$ cat src/rtl/dsp_mac_sequencer.sv
`default_nettype none
// ============================================================================
// Module   : dsp_mac_sequencer
// Purpose  : Control sequencer for a DSP48A1-style MAC pipeline. Runs an
//            N-sample multiply-accumulate: clears P, accepts operand pairs
//            over valid/ready, tracks each accepted sample through the M and
//            P register stages and pulses done once the final product has
//            been loaded into P.
// Ports    : clk       rising-edge clock
//            rst       asynchronous active-high reset
//            start     begin a run (sampled only in IDLE)
//            len       run length in samples (captured on start)
//            in_valid  operand pair presented on the A/B datapath
//            in_ready  sequencer accepts the operand pair this cycle
//            ce_in     CE for A/B operand registers (= accept)
//            ce_m      CE for M register
//            ce_p      CE for P register
//            rst_p     synchronous clear for P register
//            opmode    OPMODE to the DSP slice
//            busy      high in every state except IDLE
//            done      one-cycle pulse, final result valid on P
//            count     samples accepted in the current/last run
// Revision : 1.0  initial release
// ============================================================================
module dsp_mac_sequencer #(
  parameter int           LEN_WIDTH   = 8,
  parameter int           M_STAGE     = 1,
  parameter int           P_STAGE     = 2,
  parameter logic [7:0]   ACC_OPMODE  = 8'b00001001,
  parameter logic [7:0]   IDLE_OPMODE = 8'b00000000
) (
  input  logic                 clk,
  input  logic                 rst,
  input  logic                 start,
  input  logic [LEN_WIDTH-1:0] len,
  input  logic                 in_valid,
  output logic                 in_ready,
  output logic                 ce_in,
  output logic                 ce_m,
  output logic                 ce_p,
  output logic                 rst_p,
  output logic [7:0]           opmode,
  output logic                 busy,
  output logic                 done,
  output logic [LEN_WIDTH-1:0] count
);

  typedef enum logic [2:0] {
    S_IDLE  = 3'd0,
    S_CLEAR = 3'd1,
    S_FEED  = 3'd2,
    S_DRAIN = 3'd3,
    S_DONE  = 3'd4
  } state_t;

  state_t                state;
  state_t                state_next;
  logic [P_STAGE-1:0]    vpipe;
  logic [LEN_WIDTH-1:0]  len_q;
  logic                  accept;
  logic                  last_accept;
  logic                  drain_last;

  assign accept      = in_valid & in_ready;
  assign ce_in       = accept;
  assign last_accept = accept && (count == (len_q - LEN_WIDTH'(1)));

  // Sample-tracking shift register: bit k set means a sample accepted k+1
  // cycles ago. The M and P enables are fixed taps of it.
  assign ce_m = vpipe[M_STAGE-1];
  assign ce_p = vpipe[P_STAGE-1];

  // In DRAIN no new samples enter, so once only the top bit can still be set
  // this cycle is the final P load and DONE follows directly. Waiting for the
  // whole pipe to read zero would cost one extra cycle of latency.
  assign drain_last = (vpipe[P_STAGE-2:0] == '0);

  always_ff @(posedge clk or posedge rst) begin
    if (rst) begin
      vpipe <= '0;
    end else begin
      vpipe <= {vpipe[P_STAGE-2:0], accept};
    end
  end

  always_ff @(posedge clk or posedge rst) begin
    if (rst) begin
      state <= S_IDLE;
    end else begin
      state <= state_next;
    end
  end

  // Run length and accepted-sample count. A zero-length start still counts
  // as a new run, so count restarts at zero for it as well.
  always_ff @(posedge clk or posedge rst) begin
    if (rst) begin
      len_q <= '0;
      count <= '0;
    end else begin
      if (state == S_IDLE && start) begin
        len_q <= len;
        count <= '0;
      end else if (state == S_FEED && accept) begin
        count <= count + LEN_WIDTH'(1);
      end
    end
  end

  always_comb begin
    state_next = state;
    in_ready   = 1'b0;
    rst_p      = 1'b0;
    opmode     = IDLE_OPMODE;
    busy       = 1'b1;
    done       = 1'b0;
    case (state)
      S_IDLE: begin
        busy = 1'b0;
        if (start) begin
          state_next = (len == '0) ? S_DONE : S_CLEAR;
        end
      end
      S_CLEAR: begin
        rst_p      = 1'b1;
        state_next = S_FEED;
      end
      S_FEED: begin
        in_ready = 1'b1;
        opmode   = ACC_OPMODE;
        if (last_accept) begin
          state_next = S_DRAIN;
        end
      end
      S_DRAIN: begin
        opmode = ACC_OPMODE;
        if (drain_last) begin
          state_next = S_DONE;
        end
      end
      S_DONE: begin
        done       = 1'b1;
        state_next = S_IDLE;
      end
      default: begin
        state_next = S_IDLE;
      end
    endcase
  end

endmodule
`default_nettype wire

$ cat config.mk
export PLATFORM = sky130hd
export DESIGN_NAME = dsp_mac_sequencer
export DESIGN_NICKNAME = d
export VERILOG_FILES = /design/src/rtl/dsp_mac_sequencer.sv
export SDC_FILE = /design/constraint.sdc
export NUM_CORES = 1
export LEC_CHECK = 0
export ABC_AREA = 0
export BUFFER_PORTS_ARGS = -buffer_cell sky130_fd_sc_hd__buf_2
export CELL_PAD_IN_SITES_DETAIL_PLACEMENT = 0
export CELL_PAD_IN_SITES_GLOBAL_PLACEMENT = 2
export CORE_AREA = 2 2 74 76
export CTS_CLUSTER_SIZE = 30
export DETAILED_ROUTE_END_ITERATION = 6
export DIE_AREA = 0 0 76 78
export PLACE_DENSITY = 0.63
export SYNTH_ARGS = -nofsm -noshare
export SYNTH_HDL_FRONTEND = slang
export SYNTH_SLANG_ARGS = --single-unit
$ cat constraint.sdc
create_clock -name clk -period 4.1 [get_ports clk]
set_input_delay 0.205 -clock clk [delete_from_list [all_inputs] [get_ports clk]]
set_output_delay 0.205 -clock clk [all_outputs]
set_load 0.05 [all_outputs]
### Yosys cells after proc, flatten, opt, wreduce, memory -nomap -nowiden

Index checks and enable logic that the tools add are counted.
Widths: inputs -> output; s select.

* register bits after elaboration: 21
* input port bits: 12
* output and inout bits: 23
* logic and storage cells: 35

* add/subtract/negate cells: 2
* equality and inequality tests: 8
* mux-type cells: 12
* bitwise gates (word level): 1
* reduce and logical (&&, ||, !) cells: 8

Operator list (count)
* $mux 8: 2
* $mux 3: 4
* $pmux 3 s4: 1
* $add 8x1->8 const B: 1
* $eq 8x8->1: 1
* $logic_not 8->1: 1
* $sub 8x1->8 const B: 1
* $eq 3x2->1 const B: 2
* $ne 2x2->1 const B: 3
* $mux 1: 4
* $mux 4: 1
* $eq 3x1->1 const B: 1
* $eq 3x3->1 const B: 1
* $logic_and 1x1->1: 3
* $logic_not 3->1: 1
* $reduce_and 3->1: 1
* $reduce_bool 2->1: 1
* $reduce_or 2->1: 1
* $and 1x1->1: 1

### Depth between registers and ports, before layout

* word-level depth: 6
* mapped depth: 8
* mapped depth without buffers: 7

### Worst setup path before layout

OpenSTA, ideal clock, no wires.

* kind: register to output
* start point: register state[2]
* end point: output port in_ready
* data arrival time: 2.006 ns
* required time: 3.895 ns
* slack: 1.889 ns
* stages on the path, launching flop included: 3
* buffers on the path: 0
* cells stage by stage: dfrtp_1 > nor2b_1 > nor2b_1

* word-level cells in the longest chain between the ends: 2

RTL lines
* start: declaration: RTL line 56 `state_t state;`
* start signal: assignment: RTL line 90 `state <= state_next;`
* $eq 3x2->1: RTL line 117 `case (state)`
* $mux 1: RTL line 117
* end: declaration: RTL line 37 `output logic in_ready,`

Every way passes these cells.

### Worst setup path in the final report

* start point: register len_q[0]
* end point: register state[0]

* word-level cells in the longest chain between the ends: 5

RTL lines
* start: declaration: RTL line 59 `logic [LEN_WIDTH-1:0] len_q;`
* start signal: assignment: RTL line 102 `len_q <= len;`
* $sub 8x1->8: RTL line 66 `assign last_accept = accept && (count == (len_q - LEN_WIDTH'(1)));`
* $eq 8x8->1: RTL line 66
* $logic_and 1x1->1: RTL line 66
* $ne 2x2->1 (no source line)
* $reduce_and 3->1 (no source line)

Every way passes these cells.
A chain may end at the register's enable or synchronous reset.

==> results.ini <==
[placement]
place_hpwl_mm=2.21
place_ws_ns=2.09
numPortBuffers=28
place.gp.congestion=0.784

[timing]
worst_slack_ns=2.09
min_period_ns=2.01
final-hold-violation-count=0
fmax_mhz=498
maxSlewViolCount=0
worstMarginPinSlew_ns=0.847
setup_violations=0
skew_ns=0.00507
rsz0062_at_grt=no
finalCritPeriodShare=0.489
slew_headroom=0.435
finalSetupTns_ns=0

[min_path]
min_path_type=primary input to asynchronous set/reset pin

[finish]
antenna_cells=0
fill_cells=538
finalNetCount=165
drive_gt1_frac=0.273
area_growth_syn_to_layout_pct=16.5
multi_input_area_sq_um=648
seq_area_sq_um=526

[drt]
drtIter0Drc=31
ant_nets=0
routed_via_density=4.36
dr.pass1.iters=4
dr_total_vias=959
drt-met1-wl_mm=1.38
routed.top_layer=met4
drt-total-wl_mm=2.86
wl_per_cell_um=13.0
met3_length_um=164
wl_met2_mm=1.30
drc_errors=0

[floorplanning]
std_cell_rows=26
die_y_um=78
core_region_area_sq_um=5040
die_area_sq_um=5930
die_x_um=76
initial_core_util=0.249
ios=35

[global_route]
grt_max_degree=22
grt_pass1_vias=979
antenna_found_initial=0
grtUsageTotal=0.101
grt_pass1_wl_mm=4.76
grt_overflow=0

[worst_setup_path]
crit_family=compound AO/OA/AOI/OAI gates
path_max_fanout=8
worstPathBufferInverterCount=1
crit_chain=inv_1 -> ha_1 -> nand2b_1 -> a21oi_1 -> a311o_1 -> a2111oi_2 -> a221o_1
cpPeakStageDelay_ns=0.44
critical_path.endpoint_type=register
worst_ep_arrival_time_ns=2.21
critPathKind=register to register
crit_path_top_delay_cell=dfrtp_1
crit_required_ns=4.30
cp-start-kind=register

[clock_network]
clockRootBuffer=clkbuf_8
ctsLongestPathBuffers=2
cts_tree=yes
cts.sink_count=21
cts_buffers=3
post_cts_resize_count=0
htree_levels=1
clkTransAtPathRegs_ns=0.08
post-cts-setup-buffers=0
clock_latency_ns=0.26
cts_hold_buf=0

[logic_synthesis]
synth_seq_cells=21
synth_edf_count=0
postSynth.asyncResetShare=1.00
yosysUniqueCellTypes=38
syn_area_per_cell_sq_um=10.1
syn_inst=124
synth_area_sq_um=1250
seq_area_frac_synth=0.419
yosys_warnings=0
synth_ff_type=dfrtp_1

[power]
power_leakage_uw=0.000690
vdd_ir_drop_max_mv=0.270
power_density_nw_per_um2=773

[run_status]
status=finished clean

[job]
maxCapViolations=0

-- worst reg2reg max path, cell delays in order, from the launching register on --
cell and delay [ns]:
dfrtp_1 0.44, inv_1 0.10, ha_1 0.33, nand2b_1 0.18, a21oi_1 0.07, a311o_1 0.33
a2111oi_2 0.30, a221o_1 0.18
-- power by group --
| part | switching, uW | total, uW | internal [uW] | leakage (uW) |
|---|---|---|---|---|
| registers | 100 | 379 | 279 | 0.000270 |
| clock network | 67.7 | 137 | 69.2 | 0.0000228 |
| logic | 405 | 613 | 208 | 0.000398 |
-- flip-flops by register name, indices dropped and copies added (netlist names) --
name,flops
len_q,8
vpipe,2
count,8
state,3
-- per-layer routing --
metal / vias up / track usage
met4: 0 / 0.0164
met2: 33 / 0.171
met5: - / 0
li1: 472 / -
met3: 2 / 0.0326
met1: 452 / 0.129
-- per-stage QoR --
step / cell area [sq um] / hold slack (ns) / util / total power (uW) / cells
2_1_floorplan: 1270 / 0.182 / - / 900 / 129
3_3_place_gp: 1420 / 0.404 / 0.281 / 1000 / 216
3_5_place_dp: 1420 / 0.403 / 0.281 / 1010 / 216
4_1_cts: 1460 / 0.133 / 0.290 / 1150 / 220
5_1_grt: 1460 / 0.173 / 0.290 / 1220 / 220
6_report: 1460 / 0.102 / 0.290 / 1130 / 220
-- cell families after synthesis --
logic type,after synthesis,synth area share
AOI/OAI and AO/OA,13,0.0778
buffers and inverters,15,0.0798
adders and majority gates,2,0.0199
and+or+nand+nor,49,0.227
muxes,7,0.0618
DFF,21,0.419
xor gates and xnor gates,16,0.112
other,1,0.00299
-- Yosys cell counts, types with 3 or more instances --
cell      count  area share
xor2_1        9       0.063
nand2_1       7       0.021
inv_1         4       0.012
mux2_2        6       0.054
buf_4         7       0.042
nand3_1       3       0.012
nand4_1       3       0.015
nor2_1       13       0.039
o21ai_0       3       0.012
dfrtp_1      21        0.42
xnor2_1       7       0.049
nor3_1        3       0.012
nand2b_1      4       0.020
-- final cells by class --
type                            instances  area share
Multi-Input combinational cell         93       0.443
Inverter                                4      0.0103
Sequential cell                        21       0.360
Clock buffer                            4      0.0308
Tap cell                               70      0.0599
Timing Repair Buffer                   28      0.0959
-- final timing paths --
path | from | endpoint | slack, ns | cells after the start
worst max-delay path | len_q[0] | state[0] | 2.09 | 7
worst min-delay path | rst | len_q[3] | 0.10 | 2
worst max register to register | len_q[0] | state[0] | 2.09 | 7
worst min register to register | vpipe[0] | vpipe[1] | 0.42 | 0
max in group asynchronous | rst | len_q[7] | 3.47 | 2
min in group clk | len[1] | len_q[1] | 0.19 | 3
-- cell usage in the layout, fill, tap and decap left out, types with 3 or more instances in the layout --
cell,n
buf_2,28
clkbuf_8,3
conb_1,6
dfrtp_1,21
inv_1,4
mux2_2,6
nand2_1,7
nand2b_1,4
nand3_1,3
nand4_1,3
nor2_1,13
nor3_1,3
o21ai_0,3
xnor2_1,7
xor2_1,9
No activity file was read; power rests on OpenSTA's default activity.
